===== src/rtl/regwb_arbiter_pkg.sv =====
// Shared widths, grant encoding and the queue entry layout
// for the register-file writeback arbiter.
package regwb_arbiter_pkg;

  localparam int REG_AW = 5;
  localparam int DATA_W = 32;

  localparam logic GRANT_A = 1'b0;
  localparam logic GRANT_B = 1'b1;

  typedef struct packed {
    logic [REG_AW-1:0] rd;
    logic [DATA_W-1:0] data;
  } wb_entry_t;

endpackage


===== src/rtl/regwb_arbiter_wb_fifo.sv =====
// Small circular writeback queue with a per-slot register tap
// so the owner can compare pending destinations against a query.
module wb_fifo
  import regwb_arbiter_pkg::*;
#(
  parameter int DEPTH = 2
) (
  input  logic                          clk,
  input  logic                          rst,
  input  logic                          push,
  input  wb_entry_t                     din,
  input  logic                          pop,
  output wb_entry_t                     head,
  output logic                          full,
  output logic                          empty,
  output logic [DEPTH-1:0][REG_AW-1:0]  tap_reg,
  output logic [DEPTH-1:0]              tap_valid
);

  localparam int AW = $clog2(DEPTH);
  localparam logic [AW:0] FULL_CNT = DEPTH[AW:0];

  wb_entry_t     mem [DEPTH];
  logic [AW-1:0] wptr;
  logic [AW-1:0] rptr;
  logic [AW:0]   cnt;
  logic          do_push;
  logic          do_pop;

  assign full    = cnt == FULL_CNT;
  assign empty   = cnt == '0;
  assign do_push = push && !full;
  assign do_pop  = pop && !empty;
  assign head    = mem[rptr];

  always_ff @(posedge clk) begin
    if (do_push) mem[wptr] <= din;
  end

  always_ff @(posedge clk or posedge rst) begin
    if (rst) begin
      wptr <= '0;
      rptr <= '0;
      cnt  <= '0;
    end else begin
      if (do_push) wptr <= wptr + AW'(1);
      if (do_pop)  rptr <= rptr + AW'(1);
      unique case ({do_push, do_pop})
        2'b10:   cnt <= cnt + (AW+1)'(1);
        2'b01:   cnt <= cnt - (AW+1)'(1);
        default: ;
      endcase
    end
  end

  // A slot is live when its distance from the read pointer is below the count
  for (genvar i = 0; i < DEPTH; i++) begin : g_tap
    logic [AW-1:0] off;
    assign off          = AW'(i) - rptr;
    assign tap_reg[i]   = mem[i].rd;
    assign tap_valid[i] = {1'b0, off} < cnt;
  end

endmodule


===== src/rtl/regwb_arbiter.sv =====
// Round-robin merge of ALU and load writebacks onto one
// registered register-file write port, with a pending-write query.
module regwb_arbiter
  import regwb_arbiter_pkg::*;
#(
  parameter int DEPTH = 2
) (
  input  logic              clk,
  input  logic              rst,
  input  logic              a_valid,
  output logic              a_ready,
  input  logic [REG_AW-1:0] a_reg,
  input  logic [DATA_W-1:0] a_data,
  input  logic              b_valid,
  output logic              b_ready,
  input  logic [REG_AW-1:0] b_reg,
  input  logic [DATA_W-1:0] b_data,
  output logic              we,
  output logic [REG_AW-1:0] wreg,
  output logic [DATA_W-1:0] wdata,
  input  logic [REG_AW-1:0] chk_reg,
  output logic              chk_hit
);

  wb_entry_t                   a_head;
  wb_entry_t                   b_head;
  wb_entry_t                   win;
  logic                        a_full;
  logic                        a_empty;
  logic                        b_full;
  logic                        b_empty;
  logic [DEPTH-1:0][REG_AW-1:0] a_treg;
  logic [DEPTH-1:0][REG_AW-1:0] b_treg;
  logic [DEPTH-1:0]            a_tv;
  logic [DEPTH-1:0]            b_tv;
  logic                        pop_a;
  logic                        pop_b;
  logic                        last;
  logic                        hit;

  assign a_ready = !a_full;
  assign b_ready = !b_full;

  wb_fifo #(.DEPTH(DEPTH)) u_fifo_a (
    .clk       (clk),
    .rst       (rst),
    .push      (a_valid),
    .din       ({a_reg, a_data}),
    .pop       (pop_a),
    .head      (a_head),
    .full      (a_full),
    .empty     (a_empty),
    .tap_reg   (a_treg),
    .tap_valid (a_tv)
  );

  wb_fifo #(.DEPTH(DEPTH)) u_fifo_b (
    .clk       (clk),
    .rst       (rst),
    .push      (b_valid),
    .din       ({b_reg, b_data}),
    .pop       (pop_b),
    .head      (b_head),
    .full      (b_full),
    .empty     (b_empty),
    .tap_reg   (b_treg),
    .tap_valid (b_tv)
  );

  always_comb begin
    pop_a = 1'b0;
    pop_b = 1'b0;
    unique case (1'b1)
      !a_empty && (b_empty || last == GRANT_B): pop_a = 1'b1;
      !b_empty && (a_empty || last == GRANT_A): pop_b = 1'b1;
      default: ;
    endcase
  end

  assign win = pop_a ? a_head : b_head;

  // Register 0 still consumes its slot but never reaches the file
  always_ff @(posedge clk or posedge rst) begin
    if (rst) begin
      we    <= 1'b0;
      wreg  <= '0;
      wdata <= '0;
      last  <= GRANT_B;
    end else if (pop_a || pop_b) begin
      we    <= win.rd != '0;
      wreg  <= win.rd;
      wdata <= win.data;
      last  <= pop_a ? GRANT_A : GRANT_B;
    end else begin
      we <= 1'b0;
    end
  end

  always_comb begin
    hit = we && (wreg == chk_reg);
    for (int i = 0; i < DEPTH; i++) begin
      if (a_tv[i] && a_treg[i] == chk_reg) hit = 1'b1;
      if (b_tv[i] && b_treg[i] == chk_reg) hit = 1'b1;
    end
  end

  assign chk_hit = hit && (chk_reg != '0);

endmodule

===== config.mk =====
export PLATFORM = sky130hd
export DESIGN_NAME = regwb_arbiter
export DESIGN_NICKNAME = d
export VERILOG_FILES = /design/src/rtl/regwb_arbiter_pkg.sv /design/src/rtl/regwb_arbiter_wb_fifo.sv /design/src/rtl/regwb_arbiter.sv
export SDC_FILE = /design/constraint.sdc
export NUM_CORES = 1
export LEC_CHECK = 0
export CAP_MARGIN = 20
export CELL_PAD_IN_SITES_DETAIL_PLACEMENT = 1
export CELL_PAD_IN_SITES_GLOBAL_PLACEMENT = 1
export CORE_MARGIN = 2
export CORE_UTILIZATION = 44
export DETAILED_ROUTE_END_ITERATION = 10
export PLACE_DENSITY = 0.87
export SLEW_MARGIN = 5
export SYNTH_ARGS = -nofsm -noshare
export SYNTH_HDL_FRONTEND = slang
export SYNTH_SLANG_ARGS = --single-unit

===== constraint.sdc =====
create_clock -name clk -period 3.82 [get_ports clk]
set_clock_uncertainty 0.2 [all_clocks]
set_input_delay 0.573 -clock clk [delete_from_list [all_inputs] [get_ports clk]]
set_output_delay 0.573 -clock clk [all_outputs]
set_load 0.05 [all_outputs]

==> impl_metrics.yaml, run 1 <==
setup_path:
  cp.required_ns: 3.05
  cp-start-kind: "input pin"
  worstSetupPathType: "in -> out"
  arrival_ns: 2.77
  crit_fanout: 6
  cp-end-kind: "primary output"
clock_tree:
  post_cts_buffers: 0
  postCtsHoldBufs: 0
  cts_max_level: 4
  cts_resized: 0
  cts_tree: "done"
  root_buffer: "clkbuf_16"
  insertion_delay_ns: 0.43
  clk_path_buf_depth: 2
  path_clk_slew_ns: 0.06
  cts_inserted_buffers: 17
  cts.sinks: 195
logic_synthesis:
  synth_cell_type_count: 31
  yosysTopAreaCell: "edfxtp_1"
  synth_area_leaders: "edfxtp_1 (57%), dfrtp_1 (15%), mux2_2 (5.3%)"
  synth_warnings: 0
  syn_nets: 618
  syn_inst: 533
  synth-seq-cells: 195
  syn_avg_cell_area_um2: 14.6
  netlist.area_leader.share_pct: 57.0
  synthesis.area_um2: 7800
  synth-seq-area-share_pct: 72.1
cells_and_area:
  final_common_cell: "edfxtp_1"
  finalNetCount: 741
  layout_common_cells: "edfxtp_1 (148), clkdlybuf4s50_1 (123), dfrtp_1 (44), nor2_1 (43)"
  fin_util_pct: 57.2
  layout-drive-gt1-share_pct: 13.6
  syn2layout_area_growth_pct: 26.8
  diodes: 0
sta:
  tightest_slew_ns: 1.04
  max_freq_ghz: 0.283
  rsz0062_at_grt: "false"
  period_minus_slack_ns: 3.54
  hold_viol_final: 0
  finalSetupViolations: 0
  slew_violations: 0
  holdWs_ns: 0.286
  maxSlewHeadroom_pct: 30.8
  post-route-period-util_pct: 92.7
  fin_setup_tns_ns: 0
floorplan:
  fp.dieH_um: 137
  start_util_pct: 45.1
  die_width_um: 137
  die_area_um2: 18800
  rows: 48
  io_pins: 124
  placeableCoreArea_um2: 17300
grt:
  grt_pass1_wl_um: 29800
  grt_pass1_vias: 5394
  grt_max_degree: 46
  antenna_found_initial: 0
  grt-ovfl-total: 0
  track_usage_pct: 21.6
routing:
  via_count: 4730
  via_per_inst: 5.29
  first_iter_violations: 307
  dr.pass1.iters: 4
  wirelength_um: 19300
  postRouteAntennaNets: 0
  drc: 0
  wire_per_inst_um: 21.6
pwr:
  vdd.ir_drop.worst_uv: 432
  p_leak_nw: 3.53
  p_per_area_nw_per_um2: 889
placement:
  dpl.hpwl_um: 13000
  gp_congestion: 0.867
  portBuffers: 123
status:
  status: "finished, final reports clean"
flow_run:
  maxCapViolCount: 0
min_path:
  min_path_type: "reg -> reg"
worst max-delay path: stages:
cell and delay (ns):
clkdlybuf4s50_1 0.57, xor2_1 0.22, nor4_1 0.29, a31oi_1 0.13, a21oi_1 0.16, clkdlybuf4s50_1 0.82
sequential cells by signal, indices dropped and copies added (netlist names):
register and cells:
last 1, u_fifo_a.cnt 2, u_fifo_a.mem 74, u_fifo_a.rptr 1
u_fifo_a.wptr 1, u_fifo_b.cnt 2, u_fifo_b.mem 74, u_fifo_b.rptr 1
u_fifo_b.wptr 1, wdata 32, we 1, wreg 5
kinds of logic after synthesis:
group                    count (synthesis)  synth area share [%]
buffers and inverters                   37                  2.31
AO/OA/AOI/OAI                           85                  5.66
flip-flops                             195                  72.1
multiplexers                            74                  10.1
AND/OR/NAND/NOR                        105                  5.63
XOR/XNOR                                35                  3.93
adder cells (fa/ha/maj)                  2                 0.321
synth_stat cells:
cell type and n:
nor2_1 45, buf_1 1, nand2b_1 2, xnor2_1 25, nand4_1 4, dfstp_2 1
edfxtp_1 148, clkbuf_1 9, inv_2 1, nand2_1 41, o21a_1 1, clkbuf_2 1
buf_2 17, xor2_1 10, buf_4 5, a21oi_1 41, o21ai_0 18, o21ai_1 21
or4_1 1, mux2i_1 37, nor4_1 1, o22ai_2 1, a31oi_1 2, mux2_2 37
a31o_1 1, ha_1 2, dfrtp_1 46, nor3_1 8, and3_1 2, nor4_2 1
inv_1 3
worst paths after layout:
| path | from | end | slack (ns) | cells past startpoint |
|---|---|---|---|---|
| max in group asynchronous | rst | wdata[0]$_DFFE_PP0P_ | 2.19 | 3 |
| min in group asynchronous | rst | wdata[23]$_DFFE_PP0P_ | 0.42 | 2 |
| max reg2reg | u_fifo_b.cnt[0]$_DFFE_PP0P_ | u_fifo_a.cnt[1]$_DFFE_PP0P_ | 1.30 | 7 |
| min reg2reg | wdata[0]$_DFFE_PP0P_ | wdata[0]$_DFFE_PP0P_ | 0.29 | 2 |
| max | chk_reg[1] | chk_hit | 0.28 | 6 |
| min | wdata[0]$_DFFE_PP0P_ | wdata[0]$_DFFE_PP0P_ | 0.29 | 2 |
where the power goes:
group	leakage, nW	internal [mW]	switching, mW
logic	1.32	1.30	2.30
registers	1.93	3.01	0.387
clock network	0.285	1.03	0.766
total	3.53	5.34	3.46
cell type report:
cell class              count  area, um^2
repair buffers            137        1350
inverters                   4        15.0
well taps                 225         282
multi-input cells         301        2030
clock inverters            13         159
fillers                  1685        7400
clock buffers              19         433
flip-flops and latches    195        5620
stage by stage:
step	setup slack [ns]	cells	power [mW]	cell area, um^2
after floorplan	0.444	533	5.79	7800
after global placement	0.337	862	6.81	9300
after detailed placement	0.308	862	7.03	9300
after CTS	0.290	894	8.88	9890
after global routing	0.148	894	9.22	9890
final	0.280	894	8.79	9890
metal layers:
metal / track usage, % / vias up / part of all wire [%]
met3: 4.04 / 22 / 4.2
met5: 0 / - / 0
li1: - / 2170 / -
met4: 7.27 / 0 / 1.6
met1: 26.1 / 2420 / 41
met2: 39.0 / 118 / 53
Note: power is estimated with default switching activity, not from simulation.
==> run 2, diff against run 1 <==
CAP_MARGIN = 30   (was 20)
==> run 2 against run 1 <==
Setup slack better by 0.0017 ns. First-iteration DRC count is 13% lower. Combinational power hardly changed. Non-clock buffer count is 1 higher. Hold slack hardly changed. Count of clock-buffer cells in the layout stayed put. Maximum frequency hardly changed. Sequential share of layout area is 0.11 points lower. Total power hardly changed. Sequential cell count stayed put. Critical path depth stayed put. Largest power group unchanged. Highest routed layer unchanged.
==> impl_metrics.yaml, run 2 (synthesis gave the netlist of run 1 again) <==
setup_path:
  arrival_ns: 2.76
  worstSetupPathType: "in -> out"
  cp.required_ns: 3.05
  rr_startpoint: "u_fifo_b.cnt[0]$_DFFE_PP0P_"
  ff2ff_path_depth: 7
  crit_start: "chk_reg[1]"
  cp-end-kind: "primary output"
  slowest_delay_ns: 0.82
  cp.depth: 6
  crit_slowest_cell: "clkdlybuf4s50_1"
  cp_num_buf_inv: 2
  cp-start-kind: "input pin"
  cp-endpoint: "chk_hit"
  worstReg2RegEnd: "u_fifo_a.cnt[1]$_DFFE_PP0P_"
  cpMostUsedCell: "clkdlybuf4s50_1"
  cpLargestDelayFamily: "buffers and inverters"
  ff2ff_setup_slack_ns: 1.30
  worstPathCellList: "clkdlybuf4s50_1, xor2_1, nor4_1, a31oi_1, a21oi_1, clkdlybuf4s50_1"
  crit_fanout: 6
clock_tree:
  clk_path_buf_depth: 2
  post_cts_buffers: 0
  cts_max_level: 4
  cts_tree: "done"
  cts_resized: 0
  cts.sinks: 195
  postCtsHoldBufs: 0
  insertion_delay_ns: 0.43
  path_clk_slew_ns: 0.07
  root_buffer: "clkbuf_16"
  cts_inserted_buffers: 17
sta:
  post-route-period-util_pct: 92.6
  fin_setup_tns_ns: 0
  rsz0062_at_grt: "false"
  hold_viol_final: 0
  max_freq_ghz: 0.283
  finalSetupViolations: 0
  period_minus_slack_ns: 3.54
  slew_violations: 0
  maxSlewHeadroom_pct: 52.8
  tightest_slew_ns: 0.707
grt:
  antenna_found_initial: 0
  grt-ovfl-total: 0
  grt_pass1_vias: 5394
  grt_max_degree: 46
  grt_pass1_wl_um: 29800
  track_usage_pct: 21.6
status:
  status: "finished, final reports clean"
pwr:
  p_per_area_nw_per_um2: 887
  switching_power_mw: 3.44
  p_total_mw: 8.79
  netSwitchingFraction_pct: 39.2
  pwr-share-seq_pct: 38.5
  combPwrFrac_pct: 41.1
  internal_power_mw: 5.35
  vdd.ir_drop.worst_uv: 430
  p_leak_nw: 3.54
  clockPowerShare_pct: 20.4
routing:
  postRouteAntennaNets: 0
  wire_per_inst_um: 21.6
  dr.pass1.iters: 4
  drc: 0
  wirelength_um: 19300
  via_count: 4734
  first_iter_violations: 268
  via_per_inst: 5.29
floorplan:
  die_area_um2: 18800
  start_util_pct: 45.1
  die_width_um: 137
  io_pins: 124
  fp.dieH_um: 137
  rows: 48
  placeableCoreArea_um2: 17300
cells_and_area:
  reg_top3: "u_fifo_a.mem: 74 flops, u_fifo_b.mem: 74 flops, wdata: 32 flops"
  layout-drive-gt1-share_pct: 13.7
  syn2layout_area_growth_pct: 27.1
  layout_common_cells: "edfxtp_1 (148), clkdlybuf4s50_1 (123), dfrtp_1 (44), nor2_1 (43)"
  fin_util_pct: 57.3
  fin_area_um2: 9910
  final_common_cell: "edfxtp_1"
  diodes: 0
  finalNetCount: 742
placement:
  portBuffers: 123
  dpl.hpwl_um: 13000
  placed_area_um2: 9300
  gp_congestion: 0.867
min_path:
  min_path_type: "reg -> reg"
flow_run:
  maxCapViolCount: 0
## run 2: changes by cell type in the layout (fill, tap and decap cells not counted)
cell	before	now
buf_12	1	2
## run 2: power groups by stage
| stage | Clock (mW) | Sequential [mW] | Combinational [mW] |
|---|---|---|---|
| floorplan | 0 | 3.97 | 1.82 |
| global placement | 0 | 3.38 | 3.42 |
| detailed placement | 0 | 3.43 | 3.60 |
| CTS | 1.83 | 3.40 | 3.65 |
| global route | 1.91 | 3.45 | 3.87 |
| finish | 1.79 | 3.39 | 3.61 |
## run 2: worst min-delay path by stage
| stage | start | endpoint | slack [ns] | depth (start not counted) |
|---|---|---|---|---|
| 6_report | wdata[24]$_DFFE_PP0P_ | wdata[24]$_DFFE_PP0P_ | 0.29 | 2 |
| 5_1_grt | wdata[24]$_DFFE_PP0P_ | wdata[24]$_DFFE_PP0P_ | 0.31 | 2 |
| 3_5_place_dp | wdata[0]$_DFFE_PP0P_ | wdata[0]$_DFFE_PP0P_ | 0.28 | 2 |
| 2_1_floorplan | u_fifo_b.wptr$_DFFE_PP0P_ | u_fifo_b.wptr$_DFFE_PP0P_ | 0.26 | 1 |
| 4_1_cts | wdata[0]$_DFFE_PP0P_ | wdata[0]$_DFFE_PP0P_ | 0.29 | 2 |
| 3_3_place_gp | wdata[12]$_DFFE_PP0P_ | wdata[12]$_DFFE_PP0P_ | 0.27 | 2 |
## run 2: metrics by stage
stage	setup WS, ns	std cells	hold WS (ns)
after floorplan	0.444	533	0.260
after global placement	0.337	862	0.270
after detailed placement	0.308	862	0.276
after CTS	0.290	894	0.291
after global routing	0.148	895	0.307
final	0.282	895	0.286
## run 2: routing by layer
layer,part of all wire [%],routed length [um],GRT usage [%],vias to the layer above
met5,0,0,0,-
met4,1.3,251,7.27,0
met3,4.0,775,4.04,18
met2,54,10400,39.0,125
met1,41,7890,26.1,2415
li1,-,-,-,2176
## run 2: worst register-to-register path, delay by kind of cell (launching register included)
family	cells	cell delay [ns]
AOI/OAI and AO/OA	1	0.16
adders and majority gates	1	0.37
and+or+nand+nor	2	0.30
xor gates and xnor gates	1	0.16
buffers and inverters	2	0.64
DFF	1	0.60
## run 2: layout make-up
type,count,area (um^2)
inverter,4,15.0
clock inverter,13,159
sequential,195,5620
timing repair buffer,138,1370
tap,225,282
multi-input combinational,301,2030
clock buffer,19,433
fill,1686,7380
